**config.mk**
```make
export PLATFORM = sky130hd
export DESIGN_NAME = spram_rr_arbiter
export DESIGN_NICKNAME = d
export VERILOG_FILES = /design/src/rtl/spram_rr_arbiter.sv
export SDC_FILE = /design/constraint.sdc
export NUM_CORES = 1
export LEC_CHECK = 0
export BUFFER_PORTS_ARGS = -buffer_cell sky130_fd_sc_hd__buf_2
export CAP_MARGIN = 5
export CORE_MARGIN = 1
export CORE_UTILIZATION = 60
export CTS_BUF_LIST = sky130_fd_sc_hd__clkbuf_4 sky130_fd_sc_hd__clkbuf_8
export CTS_CLUSTER_SIZE = 14
export DETAILED_ROUTE_END_ITERATION = 8
export PLACE_DENSITY = 0.85
export SYNTH_ARGS = -nofsm -noshare
export SYNTH_HDL_FRONTEND = slang
export SYNTH_SLANG_ARGS = --single-unit
export TNS_END_PERCENT = 30
```
**constraint.sdc**
```tcl
create_clock -name clk -period 2.6 [get_ports clk]
set_input_delay 0.13 -clock clk [delete_from_list [all_inputs] [get_ports clk]]
set_output_delay 0.13 -clock clk [all_outputs]
set_load 0.02 [all_outputs]
```
**src/rtl/spram_rr_arbiter.sv**
```systemverilog
// rtl/spram_rr_arbiter.sv - two-requester round-robin arbiter in front of an embedded single-port RAM
// One access per clock; read data returns on the requester's own tagged rvalid/rdata one cycle after grant.
module spram_rr_arbiter #(
  parameter int DATA_WIDTH = 8,
  parameter int ADD_WIDTH  = 4
) (
  input  logic                  clk,
  input  logic                  reset,
  input  logic                  a_req,
  input  logic                  a_we,
  input  logic [ADD_WIDTH-1:0]  a_addr,
  input  logic [DATA_WIDTH-1:0] a_wdata,
  output logic                  a_gnt,
  output logic                  a_rvalid,
  output logic [DATA_WIDTH-1:0] a_rdata,
  input  logic                  b_req,
  input  logic                  b_we,
  input  logic [ADD_WIDTH-1:0]  b_addr,
  input  logic [DATA_WIDTH-1:0] b_wdata,
  output logic                  b_gnt,
  output logic                  b_rvalid,
  output logic [DATA_WIDTH-1:0] b_rdata
);

  localparam int DEPTH = 1 << ADD_WIDTH;

  logic [DATA_WIDTH-1:0] mem [DEPTH];
  logic                  prio;

  logic                  acc_en;
  logic                  acc_we;
  logic [ADD_WIDTH-1:0]  acc_addr;
  logic [DATA_WIDTH-1:0] acc_wdata;

  // Grants are mutually exclusive by construction and forced low while reset is held.
  always_comb begin
    a_gnt = ~reset & a_req & (~b_req | ~prio);
    b_gnt = ~reset & b_req & (~a_req |  prio);
  end

  always_comb begin
    acc_en    = a_gnt | b_gnt;
    acc_we    = b_gnt ? b_we    : a_we;
    acc_addr  = b_gnt ? b_addr  : a_addr;
    acc_wdata = b_gnt ? b_wdata : a_wdata;
  end

  // Memory contents survive reset, so the array lives outside the reset domain.
  always_ff @(posedge clk) begin
    if (acc_en && acc_we) begin
      mem[acc_addr] <= acc_wdata;
    end
  end

  always_ff @(posedge clk or posedge reset) begin
    if (reset) begin
      prio <= 1'b0;
    end else if (a_gnt) begin
      prio <= 1'b1;
    end else if (b_gnt) begin
      prio <= 1'b0;
    end
  end

  // Reads sample the pre-write contents; rdata holds its value between pulses.
  always_ff @(posedge clk or posedge reset) begin
    if (reset) begin
      a_rvalid <= 1'b0;
      a_rdata  <= '0;
    end else begin
      a_rvalid <= a_gnt & ~a_we;
      if (a_gnt && !a_we) begin
        a_rdata <= mem[a_addr];
      end
    end
  end

  always_ff @(posedge clk or posedge reset) begin
    if (reset) begin
      b_rvalid <= 1'b0;
      b_rdata  <= '0;
    end else begin
      b_rvalid <= b_gnt & ~b_we;
      if (b_gnt && !b_we) begin
        b_rdata <= mem[b_addr];
      end
    end
  end

endmodule

```
## Yosys cells after proc, flatten, opt, wreduce, memory -nomap -nowiden

Memories as Yosys holds them, arrays and structs flattened. A register that Yosys moved wholly into a read port is not among the register bits.
Index checks and enable logic that the tools add are counted.
Widths: inputs -> output; s select.

- Add/subtract/negate cells: 0
- Multipliers: 0
- Div/mod/pow operators: 0
- $lt $le $gt $ge: 0
- Eq/ne operators: 0
- Shifts and indexed selects: 0
- Muxes and demuxes: 7
- Bitwise operators: 15
- Reductions and logical operators: 6

Operator list:

| cell | count |
|---|---|
| $mux 8 | 1 |
| $and 1x1->1 | 6 |
| $not 1->1 | 6 |
| $mux 1 | 5 |
| $mux 4 | 1 |
| $logic_and 1x1->1 | 3 |
| $or 1x1->1 | 3 |
| $logic_not 1->1 | 2 |
| $reduce_bool 2->1 | 1 |

- Bits in registers: 3
- Bits in latches: 0
- Memory bits (writable): 128
- Bits in read-only memories: 0
- Bits of input ports: 30
- Output and inout bits: 20
- Logic and storage cells: 32
- Memories kept: 1

Memories:

| memory | words | width | read ports | clocked after memory_dff | wr ports | line | source |
|---|---|---|---|---|---|---|---|
| mem | 16 | 8 | 2 | 2 | 1 | 27 | `logic [DATA_WIDTH-1:0] mem [DEPTH];` |

## Longest topological paths before layout

- Word-level depth: 7
- Depth in mapped cells: 7
- Depth with buffers taken out: 5

## Least setup slack after synthesis

Ideal clock, no wire load.

- Path kind: register to register
- Start: register prio
- End: memory mem[11][0] (enable)
- Library setup time: 370 ps
- Data arrival time: 1557 ps
- Required time: 2230 ps
- Slack: 672 ps
- Cell stages (with the launch flop): 6
- Path buffers: 1
- Period minus slack after synthesis: 1928 ps
- Cells stage by stage: dfrtp_1 > nand2b_1 > clkbuf_1 > a32o_1 > o211ai_1 > nor2_1

- Word-level cells in the longest chain between the ends: 7
- Elaborated cells on any way between the ends: 11
- Classes of those cells: mux: 4; bitwise: 6; reduce/logical: 1

Ends and longest elaborated chain:

| element | line | source |
|---|---|---|
| start, declared | 28 | `logic prio;` |
| start signal, assigned | 57 | `prio <= 1'b0;` |
| start signal, assigned | 59 | `prio <= 1'b1;` |
| start signal, assigned | 61 | `prio <= 1'b0;` |
| $not 1->1 | 37 | `a_gnt = ~reset & a_req & (~b_req \| ~prio);` |
| $or 1x1->1 | 37 |  |
| $and 1x1->1 | 37 |  |
| $or 1x1->1 | 42 | `acc_en = a_gnt \| b_gnt;` |
| $logic_and 1x1->1 | 50 | `if (acc_en && acc_we) begin` |
| $mux 1 | 50 |  |
| $mux 1 (not written as such) | 51 | `mem[acc_addr] <= acc_wdata;` |
| end, declared | 27 |  |

Several ways; a longest one is shown, not always the timed one.

## Worst setup path in the final report

- Start: input port reset
- End: memory mem[14][1] (enable)

- Word-level cells in the longest chain between the ends: 7
- Elaborated cells on any way between the ends: 11
- Classes of those cells: mux: 4; bitwise: 6; reduce/logical: 1

Ends and longest elaborated chain:

| element | line | source |
|---|---|---|
| start, declared | 8 | `input logic reset,` |
| $not 1->1 * | 37, 38 |  |
| $and 1x1->1, on equally long branches (2 in a row) | 37, 38 |  |
| $or 1x1->1 or $mux 1 (tied branches) | 42, 43 |  |
| $logic_and 1x1->1 | 50 |  |
| $mux 1 | 50 |  |
| $mux 1 (not written as such) | 51 |  |

Every way passes the cells marked *; elsewhere a longest branch is shown, timed or not.

==> metrics <==
Clock Sinks=147; worst rel slew slack=31.3%; cts hold-fix bufs=2; antenna cell count=0; crit path kind=in -> reg; total routed wirelength=18100 um; # resized after CTS=0; Synth Warn #=0; Initial DRC Count=497; Hold EP=a_rdata[5]; failing checks=design-rule violations; DP Worst Slack=0.295 ns; unrepaired setup endpoints after global routing=no; fmax=0.414 GHz; nets@finish=548; largest net degree at the start of global routing=24; Rows=39; asr flop ratio synth=12.9%; RD Place Congestion=0.919; worst r2r src=prio; reg2reg path depth=5; status=complete, but fails checks; setup ws final=0.187 ns; Worst Setup End Kind=flip-flop; Final min period=2.41 ns; clk_skew=0.00863 ns; FF+latch count, synth=147; initial antenna violation count=0; Synth Area per Inst=15.5 um^2; first-pass GRT wire length=26700 um; grt total ovfl=0; die height=110 um; # H-tree levels=4; DR pass1 iterations=9; commonest cells after routing, fill and taps aside=edfxtp_1 (128), buf_2 (49), mux2i_1 (45), mux4_2 (36), nand2_1 (36); P&R area growth vs syn=12.7%; TritonCTS Buffers=17; placed cells=640; die width=110 um; CP arrival=2.50 ns; CP Data Required Time=2.68 ns; ys flop type=edfxtp_1; Hold Crit Depth=4; max cap viols=0; number of global-route vias before repair=4671; fin cells=674; PwrDens=659 nW/um^2; synth unique cells=46; Final period util=92.8%; post-route ant nets=0; Lkg Pwr=0.00287 uW; CP Launch Type=input port; setup TNS=0 ns; R2R Path End=mem[14][1]; CTS root buf=clkbuf_8; vias per cell=6.79; syn nets=481; CTS clk-pin slew, worst paths=0.07 ns; peak supply drop=487 uV; Die ar.=12100 um^2; # setup viols final=0; Max Fanout on Critical Path=9; Clock Path Buffers=2; final hold violation count=0; core area=11400 um^2; post-synthesis sequential area ratio=61.6%; postcts setup bufs=0; # IOs=50; vias after detailed routing=4575; residual DRC count=2; fin. max-slew vios=0; Syn Inst Count=451; commonest non-fill, non-tap cell in the layout=edfxtp_1; DP Wirelength=12400 um; Worst-Margin Slew=1.03 ns; CTS tree=built; Reg2Reg Setup Slack=0.23 ns; hold wc startpoint=a_addr[3]; WL/cell=26.9 um; share of cells above drive strength 1=29.8%; EDFF count, synth=128; total power=5210 uW; min-delay worst type=in -> reg; Starting Density=61.4%; # port buffers=49; mapped cell area=7010 um^2; global-route total usage across every layer=32.7%; Clk Latency, worst-skew pair=0.46 ns
==> report_power, final <==
part	leakage [uW]	total (uW)	switching, uW	internal [uW]
registers	0.00138	2730	50.4	2680
logic	0.00129	681	424	257
clock network	0.000195	1800	868	935
==> critical path: stages <==
cell           delay [ns]
dlygate4sd3_1        0.55
buf_2                0.15
nand2b_1             0.28
nor4_1               0.29
o211ai_1             0.25
nor2_1               0.84
==> sequential cells by signal, indices dropped and copies added, names as in the netlist <==
signal	cells
a_rdata	8
b_rvalid	1
prio	1
b_rdata	8
mem	128
a_rvalid	1
==> routing by layer <==
metal	GRT usage, %	share of wire (%)	vias to the layer above
li1	-	-	1952
met2	51.4	49	274
met1	42.0	38	2294
met5	0	0	-
met4	20.1	4.5	0
met3	7.17	8.7	55
==> Yosys cell counts, types with 7 or more instances <==
library cell,n,area [um^2]
a22oi_1,14,105
a31oi_1,18,113
a32oi_1,7,61.3
buf_2,15,75.1
clkbuf_1,9,33.8
dfrtp_1,19,475
edfxtp_1,128,3840
mux2_2,8,90.1
mux2i_1,45,450
mux4_2,36,811
nand2_1,36,135
nand2b_1,18,113
nand3_1,7,35.0
nor2_1,26,97.6
o22ai_1,7,43.8
==> cell type report <==
type,instances,area (um^2)
clock buffer,17,234
clock inverter,15,166
fill,769,3510
inverter,6,22.5
multi-input combinational,267,2500
sequential,147,4320
tap,143,179
timing repair buffer,79,488
==> kinds of logic (layout without fill, tap and decap cells) <==
family / Yosys count / count (layout) / share of synthesized area [%]
multiplexers: 95 / 95 / 21.5
flip-flops: 147 / 147 / 61.6
buffers and inverters: 37 / 117 / 2.80
AO/OA/AOI/OAI: 62 / 62 / 6.23
AND/OR/NAND/NOR: 110 / 110 / 7.85
==> how the worst max path moves through the flow <==
stage | startpoint | to | slack, ns | depth (start not counted)
after floorplan | prio | mem[11][0] | 0.67 | 5
after global placement | prio | mem[14][3] | 0.36 | 5
after detailed placement | prio | mem[14][7] | 0.30 | 5
after CTS | prio | mem[14][0] | 0.27 | 5
after global routing | reset | mem[14][0] | 0.08 | 6
final | reset | mem[14][1] | 0.19 | 6
==> metrics by stage <==
| step | hold WS [ns] | utilization (%) | area, um^2 |
|---|---|---|---|
| finish | 0.0778 | 69.2 | 7910 |
| global route | 0.0775 | 69.2 | 7910 |
| floorplan | 0.120 | - | 7010 |
| detailed placement | 0.308 | 65.5 | 7480 |
| global placement | 0.301 | 65.5 | 7480 |
| CTS | 0.0438 | 69.2 | 7910 |
(Power assumes the default switching activity.)
